**src/rtl/alu_acc_ctrl.sv**
```systemverilog
// Sequential accumulator front-end for a combinational alu: takes commands over valid/ready,
// executes one alu step against the accumulator and returns acc/flags over valid/ready.
module alu_acc_ctrl #(
  parameter int WIDTH = 4,
  parameter int CNT_W = 8
) (
  input  logic             clk,
  input  logic             rst_n,
  input  logic             in_valid,
  output logic             in_ready,
  input  logic             in_load,
  input  logic [2:0]       in_op,
  input  logic [WIDTH-1:0] in_operand,
  output logic [WIDTH-1:0] alu_a,
  output logic [WIDTH-1:0] alu_b,
  output logic [2:0]       alu_sel,
  input  logic [WIDTH-1:0] alu_result,
  input  logic             alu_carryout,
  input  logic             alu_zero,
  output logic             out_valid,
  input  logic             out_ready,
  output logic [WIDTH-1:0] out_acc,
  output logic             out_carry,
  output logic             out_zero,
  output logic [CNT_W-1:0] carry_cnt
);

  // state  | meaning
  // IDLE   | ready for a command
  // EXEC   | operands on alu, result written back at the edge
  // RESP   | response held until out_ready
  typedef enum logic [1:0] {S_IDLE, S_EXEC, S_RESP} state_t;

  state_t             state_q, state_d;
  logic [WIDTH-1:0]   acc_q, acc_d;
  logic [WIDTH-1:0]   b_q, b_d;
  logic [2:0]         sel_q, sel_d;
  logic               load_q, load_d;
  logic               carry_q, carry_d;
  logic               zero_q, zero_d;
  logic [CNT_W-1:0]   cnt_q, cnt_d;

  always_ff @(posedge clk or negedge rst_n) begin
    if (!rst_n) begin
      state_q <= S_IDLE;
      acc_q   <= '0;
      b_q     <= '0;
      sel_q   <= '0;
      load_q  <= 1'b0;
      carry_q <= 1'b0;
      zero_q  <= 1'b0;
      cnt_q   <= '0;
    end else begin
      state_q <= state_d;
      acc_q   <= acc_d;
      b_q     <= b_d;
      sel_q   <= sel_d;
      load_q  <= load_d;
      carry_q <= carry_d;
      zero_q  <= zero_d;
      cnt_q   <= cnt_d;
    end
  end

  always_comb begin
    state_d = state_q;
    acc_d   = acc_q;
    b_d     = b_q;
    sel_d   = sel_q;
    load_d  = load_q;
    carry_d = carry_q;
    zero_d  = zero_q;
    cnt_d   = cnt_q;
    case (state_q)
      S_IDLE: begin
        if (in_valid) begin
          b_d     = in_operand;
          sel_d   = in_op;
          load_d  = in_load;
          state_d = S_EXEC;
        end
      end
      S_EXEC: begin
        if (load_q) begin
          acc_d   = b_q;
          carry_d = 1'b0;
          zero_d  = (b_q == '0);
        end else begin
          acc_d   = alu_result;
          carry_d = alu_carryout;
          zero_d  = alu_zero;
          // counter sticks at all-ones instead of wrapping
          if (alu_carryout && (cnt_q != '1)) cnt_d = cnt_q + CNT_W'(1);
        end
        state_d = S_RESP;
      end
      S_RESP: begin
        if (out_ready) state_d = S_IDLE;
      end
      default: state_d = S_IDLE;
    endcase
  end

  // gating with rst_n drops ready as soon as reset asserts, before any edge
  assign in_ready  = (state_q == S_IDLE) && rst_n;
  assign out_valid = (state_q == S_RESP);
  assign alu_a     = acc_q;
  assign alu_b     = b_q;
  assign alu_sel   = sel_q;
  assign out_acc   = acc_q;
  assign out_carry = carry_q;
  assign out_zero  = zero_q;
  assign carry_cnt = cnt_q;

endmodule

```
**config.mk**
```make
export PLATFORM = sky130hd
export DESIGN_NAME = alu_acc_ctrl
export DESIGN_NICKNAME = d
export VERILOG_FILES = /design/src/rtl/alu_acc_ctrl.sv
export SDC_FILE = /design/constraint.sdc
export NUM_CORES = 1
export LEC_CHECK = 0
export BUFFER_PORTS_ARGS = -buffer_cell sky130_fd_sc_hd__buf_4
export CORE_ASPECT_RATIO = 1.1
export CORE_MARGIN = 4
export CORE_UTILIZATION = 50
export CTS_CLUSTER_SIZE = 12
export DETAILED_ROUTE_END_ITERATION = 10
export PLACE_DENSITY = 0.91
export SYNTH_ARGS = -nofsm -noshare
export SYNTH_HDL_FRONTEND = slang
export SYNTH_SLANG_ARGS = --single-unit
export TNS_END_PERCENT = 5
```
**constraint.sdc**
```tcl
create_clock -name clk -period 3.6 [get_ports clk]
set_input_delay 0.72 -clock clk [delete_from_list [all_inputs] [get_ports clk]]
set_output_delay 0.72 -clock clk [all_outputs]
set_load 0.005 [all_outputs]
```
# [Word-level counts from Yosys, hierarchy flattened]
# Index checks and enable logic that the tools add are counted.
[op_classes] addsub=1 n_reduce_logical=7 n_mux=6 n_eq_ne=5 n_bitwise=1
[op_table] cell="adder 8 x 1 -> 8 bit, second input constant" count=1
[op_table] cell="!= test 8 bit, second input constant" count=1
[op_table] cell="one-hot mux 2 bit (3 select lines)" count=1
[op_table] cell="zero test 4 bit" count=1
[op_table] cell="2-to-1 mux 2 bit" count=2
[op_table] cell="2-to-1 mux 4 bit" count=1
[op_table] cell="AND reduction 2 bit" count=2
[op_table] cell="AND reduction 3 bit" count=1
[op_table] cell="== test 2 x 1 -> 1 bit, second input constant" count=1
[op_table] cell="== test 2 bit, second input constant" count=1
[op_table] cell="logical AND 1 bit" count=2
[op_table] cell="zero test 2 bit" count=1
[op_table] cell="2-to-1 mux 1 bit" count=2
[op_table] cell="!= test 2 x 1 -> 1 bit, second input constant" count=1
[op_table] cell="!= test 2 bit, second input constant" count=1
[op_table] cell="inverter 1 bit" count=1
[totals] elab_cells=28 output_inout_bits=27 reg_bits=24

# [Longest topological paths before layout]
# Gate-level depths: netlist of run 1.
[logic_depth] ltp_word=3 depth_mapped=5 mapped_depth_nobuf=5

# [Worst setup path before layout of run 1]
# OpenSTA, ideal clock, no wires.
[synth_timing] path_type="input port to output port" start="input port rst_n" end="output port in_ready" t_arrival_ns=0.920 cell_stages=1 path_slack_ns=1.960 t_required_ns=2.880 path_cell_list="nor3b_1"
[synth_via] elab_chain_len=1
[synth_lines] item="from (decl)" line="8" rtl="input logic rst_n,"
[synth_lines] item="logical AND 1 bit" line="105" rtl="assign in_ready = (state_q == S_IDLE) && rst_n;"
[synth_lines] item="to (decl)" line="10" rtl="output logic in_ready,"
# No other way between the ends.

# [Final worst setup path of run 1]
# Ends and elaborated chain as after synthesis.

==> flow_summary.ini, run 1 <==
[status]
status = finished, final reports clean

[timing]
period_needed_ns = 2.10
fmax_ghz = 0.477
drv_slew = 0
fin_worst_skew_ns = 0.00643
rsz0062_at_grt = no
slew_headroom_pct = 76.1
setup_ws_ns = 1.50
post-route-period-util_pct = 58.2
whs_ns = 0.273
hold_violations = 0
tns_ns = 0
tightest_slew_ns = 0.359
setup_viol = 0

[finish]
fill_cells = 139
drive_gt1_share_pct = 46.9
num_antenna_cells = 0
multi_input_area_um2 = 422
fin_area_um2 = 1450
layoutNonFillerInstCount = 158
regArea_um2 = 601
area_growth_pct = 34.9
fin_nets = 150

[logic_synthesis]
synth_fp_nets = 107
yosys.area.top_type = dfrtp_1
yosys_register_bits = 24
syn_area_per_cell_um2 = 12.2
yosysWarnings = 0
synth_cells = 88
seq_area_frac_synth_pct = 55.8
ys_types = 23
syn-cell-area_um2 = 1080
synthTopCellsByArea = dfrtp_1, mux2_2, mux2i_1
synth_top_area_share_pct = 55.8

[global_routing]
antenna_found_initial = 0
track_usage_pct = 16.2
grt_start_max_net_pins = 26
grt_pass1_vias = 780
grt_pass1_wl_um = 3600
grt_overflow = 0

[cts]
cts_buffer_depth = 2
cts_sinks = 24
cts.clk_slew.worst_paths_ns = 0.13
insertion_delay_ns = 0.31
h-tree-depth = 1
cts_resized = 0
tritoncts = yes
cts_hold_buffers = 0
cts_buffers = 3
root_buffer = clkbuf_4
postCtsSetupBuffers = 0

[critical_path]
worstPathCellList = buf_4 -> nor3b_1 -> buf_4
max_stage_delay_ns = 0.28
crit_family = buffers and inverters
end_kind = output port
path_max_fanout = 25
start_kind = input pin
r2r_setup_slack_ns = 2.04
arrival_ns = 1.38
crit_buf_inv = 2
crit_top_cell = buf_4
crit_cells = 3
crit_slowest_cell = buf_4
reg2reg_depth = 3
crit_required_ns = 2.88
worstSetupPathType = in2out

[die]
start_util_pct = 53.3
core_region_area_um2 = 2020
die_x_um = 52.2
fp-row-count = 17
io_pins = 45
die-area_um2 = 2960
die_h_um = 56.7

[min_path]
hold_class = in2async

[place]
dpl_cell_area_um2 = 1400
preCtsSetupSlack_ns = 1.48
place_inst = 154
gp_congestion = 0.787
hpwlAfterDp_um = 1640
portBuffers = 44

[power_and_ir_drop]
pwr_density_cell_nw_per_um2 = 752
power.leakage_nw = 0.718
ir_drop_mv = 0.556

[flow_run]
maxCapViolations = 0

[drt]
route.detailed.drc = 0
drt_iter0_drc = 14
dr.pass1.iters = 6
wl_um = 2210
drtAntennaViolNets = 0
routedWlPerCell_um = 14.0
num_vias = 805
vias_per_cell = 5.09
[worst paths after layout]
path	from	end
setup / recovery	rst_n	in_ready
hold / removal	rst_n	carry_cnt[4]$_DFFE_PN0P_
setup reg to reg	load_q$_DFFE_PN0P_	carry_cnt[1]$_DFFE_PN0P_
hold reg to reg	out_carry$_DFFE_PN0P_	out_carry$_DFFE_PN0P_
max in group asynchronous	rst_n	alu_a[2]$_DFFE_PN0P_
min in group clk	out_carry$_DFFE_PN0P_	out_carry$_DFFE_PN0P_
[cells in the final DEF, fill, tap and decap left out]
cell type / n
a21o_1: 1
and3_1: 1
and4bb_2: 1
buf_4: 45
bufinv_16: 1
clkbuf_4: 3
dfrtp_1: 24
ha_1: 1
inv_1: 1
mux2_2: 10
mux2i_1: 6
nand2_1: 10
nand2b_1: 3
nand3_1: 3
nand4_1: 3
nor2_1: 2
nor3b_1: 2
nor4_1: 1
o21ai_0: 6
o31a_4: 1
xnor2_1: 4
xor2_1: 1
[where the power goes]
| group | switching, mW | internal [mW] |
|---|---|---|
| sequential | 0.111 | 0.373 |
| combinational | 0.148 | 0.267 |
| clock | 0.0787 | 0.113 |
| total | 0.338 | 0.753 |
[synthesized netlist by cell type, drive strengths merged]
cell type / instances
a21o: 1
and3: 1
and4bb: 1
buf: 6
clkbuf: 1
dfrtp: 24
ha: 1
inv: 1
mux2: 10
mux2i: 6
nand2: 10
nand2b: 3
nand3: 3
nand4: 3
nor2: 2
nor3b: 2
nor4: 1
o21ai: 6
o31a: 1
xnor2: 4
xor2: 1
[registers in the layout, indices dropped and copies added, names as in the netlist]
register / count
load_q: 1
alu_b: 4
carry_cnt: 8
state_q: 2
alu_a: 4
alu_sel: 3
out_carry: 1
out_zero: 1
[layout make-up]
| type | count | share of cell area [%] |
|---|---|---|
| clock buffer | 3 | 1.55 |
| clock inverter | 1 | 2.07 |
| multi-input combinational | 56 | 29.1 |
| tap | 28 | 2.41 |
| inverter | 1 | 0.259 |
| sequential | 24 | 41.4 |
| timing repair buffer | 45 | 23.3 |
[routing by layer]
metal	vias to the layer above	share of wire (%)	global-route usage, %
li1	386	-	-
met1	393	42	20.8
met2	24	52	26.8
met3	2	5.7	4.24
met4	0	1.0	4.38
met5	-	0	0
[kinds of logic after synthesis]
kind of cell             count (synthesis)  synth area share, %
AND/OR/NAND/NOR                         26                 12.8
flip-flops                              24                 55.8
multiplexers                            16                 16.0
AO/OA/AOI/OAI                            8                 5.12
buffers and inverters                    8                 5.00
XOR/XNOR                                 5                 4.07
adder cells (fa/ha/maj)                  1                 1.16
[through the flow]
stage	util, %	power (mW)
final	71.8	1.09
after global routing	71.8	1.17
after CTS	71.8	1.10
after detailed placement	69.2	0.907
after global placement	69.2	0.891
after floorplan	-	0.698
Note: power is estimated with default switching activity, not from simulation.
==> run 2: changes to the inputs <==
--- a/config.mk
+++ b/config.mk
@@ -8,10 +8,10 @@
 export BUFFER_PORTS_ARGS = -buffer_cell sky130_fd_sc_hd__buf_4
 export CORE_ASPECT_RATIO = 1.1
 export CORE_MARGIN = 4
-export CORE_UTILIZATION = 50
+export CORE_UTILIZATION = 42
 export CTS_CLUSTER_SIZE = 12
 export DETAILED_ROUTE_END_ITERATION = 10
-export PLACE_DENSITY = 0.91
+export PLACE_DENSITY = 0.82
 export SYNTH_ARGS = -nofsm -noshare
 export SYNTH_HDL_FRONTEND = slang
 export SYNTH_SLANG_ARGS = --single-unit
==> constraint.sdc (replaced) <==
create_clock -name clk -period 1.8 [get_ports clk]
set_input_delay 0.36 -clock clk [delete_from_list [all_inputs] [get_ports clk]]
set_output_delay 0.36 -clock clk [all_outputs]
set_load 0.005 [all_outputs]
==> flow_summary.ini, run 2 (synthesis gave the netlist of run 1 again) <==
[timing]
tightest_slew_ns = 0.378
post-route-period-util_pct = 82.7
hold_violations = 0
fin_worst_skew_ns = 0.00177
setup_ws_ns = 0.311
tns_ns = 0
slew_headroom_pct = 74.8
fmax_ghz = 0.672
drv_slew = 0
setup_viol = 0
period_needed_ns = 1.49
rsz0062_at_grt = no

[global_routing]
grt_pass1_vias = 818
antenna_found_initial = 0
track_usage_pct = 14.5
grt_pass1_wl_um = 3720
grt_overflow = 0
grt_start_max_net_pins = 25

[cts]
cts_resized = 0
root_buffer = clkbuf_4
cts_hold_buffers = 0
cts_buffer_depth = 2
cts.clk_slew.worst_paths_ns = 0.12
cts_buffers = 3
tritoncts = yes
h-tree-depth = 1
postCtsSetupBuffers = 0
insertion_delay_ns = 0.30
cts_sinks = 24

[power_and_ir_drop]
pwr_density_cell_nw_per_um2 = 1450
clockPowerShare_pct = 12.9
p_seq_share_pct = 44.9
power.leakage_nw = 0.726
power_frac_comb_pct = 42.2
ir_drop_mv = 1.13
switching_power_mw = 0.683
p_sw_share_pct = 32.3
intPower_mw = 1.43

[die]
start_util_pct = 45.9
fp-row-count = 18
core_region_area_um2 = 2340
die-area_um2 = 3440
die_x_um = 56.3
io_pins = 45
die_h_um = 61.1

[critical_path]
crit_buf_inv = 1
path_max_fanout = 5
worstPathCellList = nor3b_1 -> buf_4
worstSetupPathType = reg2out
crit_slowest_cell = dfrtp_1
end_kind = output port
start_kind = flop
crit_family = flip-flops
max_stage_delay_ns = 0.45
arrival_ns = 1.13
crit_required_ns = 1.44

[drt]
drt_iter0_drc = 14
drtAntennaViolNets = 0
wl_um = 2350
vias_per_cell = 4.93
dr.pass1.iters = 4
num_vias = 803
route.detailed.drc = 0
routedWlPerCell_um = 14.4

[place]
hpwlAfterDp_um = 1920
preCtsSetupSlack_ns = 0.353
gp_congestion = 0.838
portBuffers = 44

[finish]
largest_reg_flops = 8
final_common_cell = buf_4
area_growth_pct = 35.7
num_antenna_cells = 0
fill_cells = 206
fin_nets = 153
drive_gt1_share_pct = 48.1
mostFrequentLayoutCells = buf_4, dfrtp_1, nand2_1, mux2_2

[flow_run]
maxCapViolations = 0

[min_path]
hold_class = in2async

[status]
status = finished, final reports clean
## run 2: cell types whose count changed in the layout (fill, tap and decap cells not counted)
cell	previous run	this run
buf_4	45	48
bufinv_16	1	0
clkbuf_8	0	1
## run 2: power by group through the flow
stage               Clock (mW)  Combinational (mW)  Sequential (mW)
floorplan                    0               0.467            0.930
global placement             0               0.880            0.933
detailed placement           0               0.907            0.962
CTS                      0.283               0.912            0.951
global route             0.312               0.984            0.989
finish                   0.272               0.893            0.948
## run 2: final cells by class
type / count / area (µm²) / area share [%]
sequential: 24 / 601 / 41.1
inverter: 1 / 3.75 / 0.257
multi-input combinational: 56 / 422 / 28.9
timing repair buffer: 48 / 360 / 24.7
clock buffer: 4 / 36.3 / 2.49
tap: 30 / 37.5 / 2.57
## run 2: per-stage QoR
step	hold WS (ns)	power [mW]	area [µm²]	util, %	instances
after global routing	0.0163	2.28	1460	62.3	163
after detailed placement	0.374	1.87	1420	60.8	159
after floorplan	0.0644	1.40	1080	-	88
final	0.0167	2.11	1460	62.3	163
after global placement	0.370	1.81	1420	60.8	159
after CTS	0.0216	2.15	1460	62.3	163
## run 2: layer usage
metal	GRT usage, %	vias to the layer above	wire (µm)
met5	0	-	0
met4	7.12	0	30
met3	3.35	4	130
met2	24.9	24	1220
met1	17.6	382	965
li1	-	393	-
## run 2: path summary, 6_finish.rpt
check | startpoint | slack [ns] | cells past startpoint | endpoint
worst max-delay path | state_q[0]$_DFFE_PN0P_ | 0.31 | 2 | in_ready
worst min-delay path | rst_n | 0.02 | 2 | alu_sel[1]$_DFFE_PN0P_
worst max register to register | carry_cnt[0]$_DFFE_PN0P_ | 0.35 | 4 | carry_cnt[1]$_DFFE_PN0P_
worst min register to register | out_carry$_DFFE_PN0P_ | 0.51 | 1 | out_carry$_DFFE_PN0P_
max in group asynchronous | rst_n | 1.56 | 2 | carry_cnt[3]$_DFFE_PN0P_
min in group clk | out_ready | 0.22 | 2 | state_q[1]$_DFFE_PN0P_
## run 2: worst register-to-register path, stage by stage (launching register included)
cell and delay (ns):
dfrtp_1 0.43, ha_1 0.23, nand3_1 0.10, o31a_4 0.32
mux2_2 0.28
==> run 3: changes to the inputs <==
==> constraint.sdc (replaced) <==
create_clock -name clk -period 1.2 [get_ports clk]
set_input_delay 0.24 -clock clk [delete_from_list [all_inputs] [get_ports clk]]
set_output_delay 0.24 -clock clk [all_outputs]
set_load 0.005 [all_outputs]
==> flow_summary.ini, run 3 (synthesis gave the netlist of run 1 again) <==
[status]
status = finished with violations
violations = negative setup slack

[critical_path]
worstSetupPathType = reg2out
arrival_ns = 1.16
end_kind = output port
path_max_fanout = 3
start_kind = flop
r2r_setup_slack_ns = -0.19
r2r-start = carry_cnt[0]$_DFFE_PN0P_
crit_required_ns = 0.96
r2r-end = carry_cnt[1]$_DFFE_PN0P_
reg2reg_depth = 4

[die]
die_h_um = 61.1
die_x_um = 56.3
io_pins = 45
fp-row-count = 18
core_region_area_um2 = 2340
die-area_um2 = 3440
start_util_pct = 45.9

[finish]
fill_cells = 172
largest_reg_flops = 8
area_growth_pct = 56.0
final_common_cell = buf_4
drive_gt1_share_pct = 58.1
fin_area_um2 = 1680
mostFrequentLayoutCells = buf_4, dfrtp_1, buf_6
fin_nets = 168
multi_input_area_um2 = 465
post-route-util_pct = 71.7
regArea_um2 = 601
num_antenna_cells = 0
layoutNonFillerInstCount = 178

[min_path]
min_from = out_ready
hold_class = in2reg
holdPathStages = 2
holdPathEnd = state_q[1]$_DFFE_PN0P_

[power_and_ir_drop]
p_total_mw = 3.57
p_seq_share_pct = 39.0
p_sw_share_pct = 32.3
power_frac_comb_pct = 48.8
clockPowerShare_pct = 12.1
pwr_density_cell_nw_per_um2 = 2120
switching_power_mw = 1.15
intPower_mw = 2.41
power.leakage_nw = 0.820
ir_drop_mv = 1.43

[drt]
route.detailed.drc = 0
dr.pass1.iters = 3
drtAntennaViolNets = 0
drt_iter0_drc = 16
wl_um = 2750
vias_per_cell = 4.99
routedWlPerCell_um = 15.5
num_vias = 888

[timing]
tightest_slew_ns = 0.309
setup_ws_ns = -0.205
hold_violations = 0
drv_slew = 0
fin_worst_skew_ns = 0.00726
slew_headroom_pct = 79.4
period_needed_ns = 1.40
fmax_ghz = 0.712
post-route-period-util_pct = 117
rsz0062_at_grt = yes
setup_viol = 25

[global_routing]
track_usage_pct = 16.8
grt_start_max_net_pins = 25
antenna_found_initial = 0
grt_pass1_vias = 894
grt_pass1_wl_um = 4310
grt_overflow = 0

[cts]
cts_buffer_depth = 2
tritoncts = yes
insertion_delay_ns = 0.32
h-tree-depth = 1
cts.clk_slew.worst_paths_ns = 0.13
root_buffer = clkbuf_4
cts_sinks = 24
cts_buffers = 3

[place]
hpwlAfterDp_um = 1930
portBuffers = 44
gp_congestion = 0.894
preCtsSetupSlack_ns = -0.205
place_inst = 172
dpl_cell_area_um2 = 1530

[flow_run]
maxCapViolations = 0
run 3: cell count changes in the layout (fill, tap and decap cells not counted), sizes merged:
cell,before,now
buf,48,62
dlygate4sd3,0,1
run 3: final cells by class:
cell class / instances / share of cell area [%]
Clock buffer: 4 / 2.16
Sequential cell: 24 / 35.8
Inverter: 1 / 0.224
Timing Repair Buffer: 63 / 31.9
Multi-Input combinational cell: 56 / 27.7
Tap cell: 30 / 2.24
run 3: worst max-delay path by stage:
stage | start | end | cells after the start
4_1_cts | state_q[0]$_DFFE_PN0P_ | in_ready | 3
3_3_place_gp | carry_cnt[1]$_DFFE_PN0P_ | carry_cnt[1]$_DFFE_PN0P_ | 4
6_report | state_q[1]$_DFFE_PN0P_ | in_ready | 3
2_1_floorplan | carry_cnt[0]$_DFFE_PN0P_ | carry_cnt[1]$_DFFE_PN0P_ | 4
5_1_grt | state_q[0]$_DFFE_PN0P_ | out_valid | 4
3_5_place_dp | carry_cnt[1]$_DFFE_PN0P_ | carry_cnt[1]$_DFFE_PN0P_ | 4
run 3: metal layers:
metal | wire length [µm] | GRT usage, % | up-vias
met4 | 52 | 8.81 | 0
met5 | 0 | 0 | -
met2 | 1490 | 29.4 | 22
li1 | - | - | 423
met1 | 1120 | 20.5 | 438
met3 | 91 | 2.52 | 5
run 3: metrics by stage:
step	setup TNS, ns	hold WS (ns)
final	-2.63	0.115
after global routing	-3.91	0.119
after CTS	-2.62	0.108
after detailed placement	-1.60	0.251
after global placement	-0.869	0.254
after floorplan	-0.974	-0.0556
run 3: timing repair:
| item | CTS | global route |
|---|---|---|
| endpoints found under the hold margin | 24 | 0 |
| endpoints found under the setup margin | 26 | 33 |
| resized for setup | 16 | 8 |
| setup buffers | 0 | 1 |
| hold buffers | 1 | 0 |
| pin swaps | 4 | 1 |
run 3: power by group through the flow:
stage / Sequential (mW) / Clock (mW) / Combinational (mW)
2_1_floorplan: 1.40 / 0 / 0.719
3_3_place_gp: 1.35 / 0 / 1.53
3_5_place_dp: 1.38 / 0 / 1.58
4_1_cts: 1.39 / 0.435 / 1.67
5_1_grt: 1.45 / 0.465 / 1.88
6_report: 1.39 / 0.433 / 1.74
run 3: worst max-delay path, stage by stage (launching register included):
cell,delay (ns)
dfrtp_1,0.42
buf_6,0.14
nor3b_2,0.16
buf_4,0.13
